`config.mk`:
```
export PLATFORM = sky130hd
export DESIGN_NAME = evg_event_arbiter
export DESIGN_NICKNAME = d
export VERILOG_FILES = /design/src/rtl/evg_pkg.sv /design/src/rtl/evg_event_holding_reg.sv /design/src/rtl/evg_event_arbiter.sv
export SDC_FILE = /design/constraint.sdc
export NUM_CORES = 1
export LEC_CHECK = 0
export ABC_AREA = 1
export BUFFER_PORTS_ARGS = -buffer_cell sky130_fd_sc_hd__buf_2
export CAP_MARGIN = 20
export CORE_MARGIN = 2
export CORE_UTILIZATION = 30
export CTS_CLUSTER_DIAMETER = 50
export DETAILED_ROUTE_END_ITERATION = 10
export PLACE_DENSITY_LB_ADDON = 0.08
export REMOVE_ABC_BUFFERS = 1
export SKIP_LAST_GASP = 1
export SYNTH_ARGS = -nofsm -noshare
export SYNTH_HDL_FRONTEND = slang
export SYNTH_SLANG_ARGS = --single-unit
```
`constraint.sdc`:
```
create_clock -name evgTxClk -period 4.39 [get_ports evgTxClk]
set_clock_uncertainty 0.1 [all_clocks]
set_input_delay 0 -clock evgTxClk [delete_from_list [all_inputs] [get_ports evgTxClk]]
set_output_delay 0 -clock evgTxClk [all_outputs]
set_load 0.01 [all_outputs]
```
`src/rtl/evg_pkg.sv`:
```
// Shared definitions for the EVG event-code path.
//   EVENTCODE_WIDTH   width of an event code on the transmit stream
//   EVCODE_IDLE       code sent when nothing is scheduled
//   EVCODE_HEARTBEAT  default heartbeat code
//   evgSource_t       arbitration source index (HB is highest priority)
//   isContended()     true when two or more sources are pending in a slot
package evg_pkg;

  localparam int EVENTCODE_WIDTH = 8;

  localparam logic [EVENTCODE_WIDTH-1:0] EVCODE_IDLE      = '0;
  localparam logic [EVENTCODE_WIDTH-1:0] EVCODE_HEARTBEAT = 8'h7A;

  typedef enum logic [1:0] {
    HB  = 2'd0,
    SEQ = 2'd1,
    HW  = 2'd2,
    SW  = 2'd3
  } evgSource_t;

  // pending is indexed by evgSource_t
  function automatic logic isContended(input logic [3:0] pending);
    return ($countones(pending) >= 2);
  endfunction

endpackage

```
`src/rtl/evg_event_holding_reg.sv`:
```
// One-entry holding register for an event-code request stream.
// Ports:
//   clk     transmitter clock
//   reset   synchronous active-high reset; empties the register
//   TDATA   requested event code
//   TVALID  request valid
//   TREADY  request accepted (register empty and not in reset)
//   full    register holds a code awaiting a transmit slot
//   code    held code
//   grant   arbiter has taken the held code this cycle
module evg_event_holding_reg
  import evg_pkg::*;
#(
  parameter int W = EVENTCODE_WIDTH
) (
  input  logic         clk,
  input  logic         reset,
  input  logic [W-1:0] TDATA,
  input  logic         TVALID,
  output logic         TREADY,
  output logic         full,
  output logic [W-1:0] code,
  input  logic         grant
);

  // Derived from registered state and reset only, never from TVALID.
  assign TREADY = !full && !reset;

  always_ff @(posedge clk) begin
    if (reset) begin
      full <= 1'b0;
      code <= '0;
    end else if (grant) begin
      full <= 1'b0;
      code <= '0;
    end else if (TVALID && TREADY && (TDATA != W'(EVCODE_IDLE))) begin
      // an idle code is acknowledged but never scheduled
      full <= 1'b1;
      code <= TDATA;
    end
  end

endmodule

```
`src/rtl/evg_event_arbiter.sv`:
```
// Merges sequencer, hardware-trigger and software event-code requests plus
// a periodic heartbeat into the single code stream of the EVG transmitter.
// One code is inserted per transmit slot, fixed priority HB > SEQ > HW > SW.
// Ports:
//   evgTxClk, evgTxReset        clock, synchronous active-high reset
//   evgTxSlot                   transmitter takes a code this cycle
//   heartbeatEnable             enables heartbeat insertion
//   countClear                  clears contentionCount
//   seqEvent*/hwEvent*/swEvent* TDATA/TVALID/TREADY request streams
//   evgTxCode, evgTxCodeValid   registered code and its one-cycle valid
//   evgTxHeartbeat              pulse when the emitted code is the heartbeat
//   contentionCount             saturating count of contended slots
module evg_event_arbiter
  import evg_pkg::*;
#(
  parameter int                         EVENTCODE_WIDTH    = evg_pkg::EVENTCODE_WIDTH,
  parameter logic [EVENTCODE_WIDTH-1:0] HEARTBEAT_CODE     = EVCODE_HEARTBEAT,
  parameter logic [31:0]                HEARTBEAT_INTERVAL = 32'd125000000
) (
  input  logic                       evgTxClk,
  input  logic                       evgTxReset,
  input  logic                       evgTxSlot,
  input  logic                       heartbeatEnable,
  input  logic                       countClear,
  input  logic [EVENTCODE_WIDTH-1:0] seqEventTDATA,
  input  logic                       seqEventTVALID,
  output logic                       seqEventTREADY,
  input  logic [EVENTCODE_WIDTH-1:0] hwEventTDATA,
  input  logic                       hwEventTVALID,
  output logic                       hwEventTREADY,
  input  logic [EVENTCODE_WIDTH-1:0] swEventTDATA,
  input  logic                       swEventTVALID,
  output logic                       swEventTREADY,
  output logic [EVENTCODE_WIDTH-1:0] evgTxCode,
  output logic                       evgTxCodeValid,
  output logic                       evgTxHeartbeat,
  output logic [15:0]                contentionCount
);

  logic                       seqFull, hwFull, swFull;
  logic [EVENTCODE_WIDTH-1:0] seqCode, hwCode, swCode;
  logic                       seqGrant, hwGrant, swGrant, hbGrant;

  logic [31:0]                hbCount;
  logic                       hbPending;
  logic                       hbWrap;

  evgSource_t                 winner;
  logic                       anyPending;
  logic [EVENTCODE_WIDTH-1:0] winnerCode;
  logic [3:0]                 pendingVec;

  evg_event_holding_reg #(.W(EVENTCODE_WIDTH)) seqReg (
    .clk(evgTxClk), .reset(evgTxReset),
    .TDATA(seqEventTDATA), .TVALID(seqEventTVALID), .TREADY(seqEventTREADY),
    .full(seqFull), .code(seqCode), .grant(seqGrant)
  );

  evg_event_holding_reg #(.W(EVENTCODE_WIDTH)) hwReg (
    .clk(evgTxClk), .reset(evgTxReset),
    .TDATA(hwEventTDATA), .TVALID(hwEventTVALID), .TREADY(hwEventTREADY),
    .full(hwFull), .code(hwCode), .grant(hwGrant)
  );

  evg_event_holding_reg #(.W(EVENTCODE_WIDTH)) swReg (
    .clk(evgTxClk), .reset(evgTxReset),
    .TDATA(swEventTDATA), .TVALID(swEventTVALID), .TREADY(swEventTREADY),
    .full(swFull), .code(swCode), .grant(swGrant)
  );

  always_comb begin
    pendingVec = '0;
    pendingVec[HB]  = hbPending;
    pendingVec[SEQ] = seqFull;
    pendingVec[HW]  = hwFull;
    pendingVec[SW]  = swFull;

    winner     = HB;
    anyPending = 1'b1;
    winnerCode = HEARTBEAT_CODE;
    if (hbPending) begin
      winner     = HB;
      winnerCode = HEARTBEAT_CODE;
    end else if (seqFull) begin
      winner     = SEQ;
      winnerCode = seqCode;
    end else if (hwFull) begin
      winner     = HW;
      winnerCode = hwCode;
    end else if (swFull) begin
      winner     = SW;
      winnerCode = swCode;
    end else begin
      anyPending = 1'b0;
      winnerCode = EVENTCODE_WIDTH'(EVCODE_IDLE);
    end

    hbGrant  = evgTxSlot && anyPending && (winner == HB);
    seqGrant = evgTxSlot && anyPending && (winner == SEQ);
    hwGrant  = evgTxSlot && anyPending && (winner == HW);
    swGrant  = evgTxSlot && anyPending && (winner == SW);
  end

  assign hbWrap = (hbCount == (HEARTBEAT_INTERVAL - 32'd1));

  always_ff @(posedge evgTxClk) begin
    if (evgTxReset) begin
      evgTxCode       <= '0;
      evgTxCodeValid  <= 1'b0;
      evgTxHeartbeat  <= 1'b0;
      hbCount         <= '0;
      hbPending       <= 1'b0;
      contentionCount <= '0;
    end else begin
      evgTxCode      <= '0;
      evgTxCodeValid <= 1'b0;
      evgTxHeartbeat <= 1'b0;
      if (evgTxSlot && anyPending) begin
        evgTxCode      <= winnerCode;
        evgTxCodeValid <= 1'b1;
        evgTxHeartbeat <= hbGrant;
      end

      if (!heartbeatEnable) begin
        hbCount   <= '0;
        hbPending <= 1'b0;
      end else begin
        if (hbGrant) hbPending <= 1'b0;
        // a wrap in the granting slot re-arms the heartbeat for a later slot
        if (evgTxSlot) begin
          if (hbWrap) begin
            hbCount   <= '0;
            hbPending <= 1'b1;
          end else begin
            hbCount <= hbCount + 32'd1;
          end
        end
      end

      if (countClear) begin
        contentionCount <= '0;
      end else if (evgTxSlot && isContended(pendingVec) && (contentionCount != 16'hFFFF)) begin
        contentionCount <= contentionCount + 16'd1;
      end
    end
  end

endmodule

```
==> results.tsv <==
stage	metric	value	unit
placement	input/output buffers	60	
critical_path	largest driver fanout on the critical path	15	
clock_tree	CTS Root Cell	sky130_fd_sc_hd__clkbuf_16	
critical_path	required time at the endpoint of the critical path	4.56	ns
power	internal power consumption	1311	uW
layout	Net count, final	756	
die	effective utilization at floorplan	0.3088	
critical_path	reg-to-reg slack, setup	2.20	ns
power	highest ir drop seen on vdd	0.1536	mV
timing	Period minus WS final	2.191	ns
clock_tree	clock input transition at the sequential cells of the worst setup and hold paths	0.07	ns
die	die boundary width	123.8	um
clock_tree	maximum buffer depth of the clock tree	2	
power	net switching power	423.8	uW
logic_synthesis	Post-Syn Instances	627	
global_routing	via count of the first global-routing pass	3942	
critical_path	arrival time at the worst endpoint	2.36	ns
detailed_routing	total DRC errors in the routed layout	0	
layout	Antenna diodes	0	
power	portion of total power attributed to the clock network	0.458	
clock_tree	Inserted Clock Buffers	9	
critical_path	nature of the critical path startpoint	flip-flop	
die	vertical extent of the die	123.8	um
detailed_routing	number of detailed-routing iterations run before antenna repair	4	
timing	Max Clk Rate	456.5	MHz
global_routing	antenna violations before repair	0	
detailed_routing	detailed-route wire length per cell	12.89	um
run	total of max-cap violations	0	
placement	total half-perimeter wirelength after legalization and detailed placement	8446	um
hold_path	class of the tightest hold or removal check	primary input to flip-flop	
die	# rows	43	
die	floorplan die area	15320	um^2
logic_synthesis	count of unique library cells instantiated by Yosys	35	
timing	final cycle utilization of the critical path	0.4990	
logic_synthesis	synthesis-stage register bit count	86	
logic_synthesis	fraction of the yosys area taken by sequential cells	0.4001	
timing	Hold Slack	0.08410	ns
timing	Worst-Margin Slew	0.8591	ns
power	net switching share of the total power	0.2443	
clock_tree	number of resized instances in the post-cts repair step	0	
global_routing	wire length of the first global-routing pass	19270	um
die	# IOs	61	
layout	relative area change from synthesis to final layout	25.59	%
power	combinational cell fraction of total power	0.075	
layout	most frequent standard cell in the layout excluding fill and tap cells	sky130_fd_sc_hd__nand2_1	
clock_tree	insertion delay of the later-clocked pin in the worst-skew pair	0.35	ns
timing	setup_tns	0	ns
timing	number of endpoints with negative hold slack in the final report	0	
power	sequential group share of total power	0.468	
detailed_routing	wire length after detailed routing	11670	um
critical_path	Setup Crit Path Kind	flip-flop to flip-flop	
clock_tree	Clock Sink Count	86	
clock_tree	H-Tree Level Count	3	
logic_synthesis	Avg Cell Area, Syn	6.863	um^2
timing	RSZ-0062 raised after global routing	no	
power	Lkg Pwr	0.002047	uW
detailed_routing	starting DRC count in detailed routing	165	
detailed_routing	remaining antenna violation count	0	
global_routing	maximum number of pins on one net before global-route repair	17	
critical_path	category of the worst setup path capture point	flip-flop	
global_routing	overall track demand over capacity in global routing	0.1632	
placement	number of placed cells counting well taps	856	
power	pwr/cell area	321.1	nW/um^2
layout	most frequent cells in the layout	sky130_fd_sc_hd__nand2_1 (172), sky130_fd_sc_hd__nor2_1 (108), sky130_fd_sc_hd__dfxtp_1 (86)	
timing	worst max-slew margin expressed relative to the limit	0.4234	
logic_synthesis	total of warnings raised by yosys	0	
global_routing	final global-route overflow total	0	
layout	proportion of layout cells with a drive suffix above 1	0.1570	
detailed_routing	Via Count	4110	
timing	final-report setup violation count	0	
placement	global placer's final weighted congestion	0.8334	
logic_synthesis	Post-Syn Area	4303	um^2
layout	Final Instance Count excl. Fillers	906	
run_status	run status	complete, no violations	
clock_tree	TritonCTS clock tree	yes	
detailed_routing	via/cell ratio	4.536	
timing	Final Max Tran Viols	0	
layout	utilization after layout	0.3878	
die	area of the placeable core	13930	um^2
-- what timing repair did --
item,4_1_cts,5_1_grt
endpoints found under the hold margin,32,0
buffers inserted,0,0
hold buffers,34,0
-- cells in the mapped netlist --
master                     instances  area [um^2]
sky130_fd_sc_hd__nand2_1         172        645.6
sky130_fd_sc_hd__nor2_1          108        405.4
sky130_fd_sc_hd__dfxtp_1          86         1722
sky130_fd_sc_hd__inv_1            59        221.5
sky130_fd_sc_hd__a21oi_1          44        220.2
sky130_fd_sc_hd__nand3_1          29        145.1
sky130_fd_sc_hd__xor2_1           18        157.7
sky130_fd_sc_hd__o21ai_0          16        80.08
sky130_fd_sc_hd__nor3_1           11        55.05
sky130_fd_sc_hd__a21oi_2          10        87.58
sky130_fd_sc_hd__nor2_2           10        62.56
sky130_fd_sc_hd__xnor2_1          10        87.58
sky130_fd_sc_hd__nand4_1           7        43.79
sky130_fd_sc_hd__inv_2             5        18.77
sky130_fd_sc_hd__nand2_2           5        31.28
sky130_fd_sc_hd__buf_2             4        20.02
sky130_fd_sc_hd__a221oi_1          3        26.28
sky130_fd_sc_hd__buf_6             3        33.78
sky130_fd_sc_hd__clkbuf_1          3        11.26
sky130_fd_sc_hd__nor3b_1           3        22.52
sky130_fd_sc_hd__o21ai_2           3        26.28
sky130_fd_sc_hd__ha_1              2        25.02
sky130_fd_sc_hd__nand3b_1          2        15.01
sky130_fd_sc_hd__nor2_4            2        22.52
sky130_fd_sc_hd__o21bai_1          2        15.01
sky130_fd_sc_hd__a21oi_4           1        16.27
sky130_fd_sc_hd__a31oi_1           1        6.260
sky130_fd_sc_hd__and2_1            1        6.260
sky130_fd_sc_hd__buf_4             1        7.510
sky130_fd_sc_hd__clkinv_1          1        3.750
sky130_fd_sc_hd__fa_1              1        20.02
sky130_fd_sc_hd__mux2i_1           1        10.01
sky130_fd_sc_hd__nand3_2           1        10.01
sky130_fd_sc_hd__o21ai_1           1        5.000
sky130_fd_sc_hd__o21ai_4           1        16.27
-- power groups by stage --
stage	Combinational, uW	Sequential, uW	Clock (uW)
after floorplan	63.5	826	0
after global placement	107	829	0
after detailed placement	107	830	0
after CTS	130	812	818
after global routing	147	814	850
final	130	812	794
-- worst max-delay path, cell delays in order (launching register included) --
cell	delay (ns)
sky130_fd_sc_hd__dfxtp_1	0.47
sky130_fd_sc_hd__fa_1	0.59
sky130_fd_sc_hd__nand2_1	0.08
sky130_fd_sc_hd__a21oi_4	0.23
sky130_fd_sc_hd__o21ai_4	0.17
sky130_fd_sc_hd__inv_2	0.23
sky130_fd_sc_hd__nand2_1	0.10
sky130_fd_sc_hd__a21oi_2	0.12
-- through the flow --
step	area, um^2	worst slack, ns	power [uW]
5_1_grt	5404	2.003	1811
3_5_place_dp	4756	2.207	937.4
3_3_place_gp	4756	2.275	936.2
6_report	5404	2.199	1735
2_1_floorplan	4230	2.515	889.2
4_1_cts	5404	2.179	1760
-- path summary, 6_finish.rpt --
kind	start	endpoint	cells past startpoint
setup / recovery	seqReg.full$_SDFFE_PP0P_	contentionCount[11]$_SDFFE_PP0P_	7
hold / removal	evgTxReset	contentionCount[14]$_SDFFE_PP0P_	4
setup reg to reg	seqReg.full$_SDFFE_PP0P_	contentionCount[11]$_SDFFE_PP0P_	7
hold reg to reg	swReg.code[6]$_SDFFE_PP0P_	swReg.code[6]$_SDFFE_PP0P_	2
-- state kept, by name, summed over array words and instances (netlist names) --
signal	cells
hbCount	32
contentionCount	16
evgTxCode	8
hwReg.code	8
seqReg.code	8
swReg.code	8
evgTxCodeValid	1
evgTxHeartbeat	1
hbPending	1
hwReg.full	1
seqReg.full	1
swReg.full	1
-- cell type report --
class | instances | area (um^2)
clock inverters | 6 | 68.82
well taps | 180 | 225.2
inverters | 65 | 244.0
multi-input cells | 465 | 2265
fillers | 1520 | 8531
repair buffers | 94 | 640.6
clock buffers | 10 | 239.0
flip-flops and latches | 86 | 1722
-- metal layers --
| metal | GRT usage | share of wire |
|---|---|---|
| met5 | 0 | 0 |
| met4 | 0.06676 | 0.019 |
| met3 | 0.02793 | 0.045 |
| met2 | 0.2661 | 0.46 |
| met1 | 0.2137 | 0.48 |
-- cell families after synthesis --
family	synth area share
DFF	0.4001
and+or+nand+nor	0.3405
muxes	0.002326
buffers and inverters	0.07357
AOI/OAI and AO/OA	0.1160
xor gates and xnor gates	0.05699
adders and majority gates	0.01047
No activity file was read; power rests on OpenSTA's default activity.
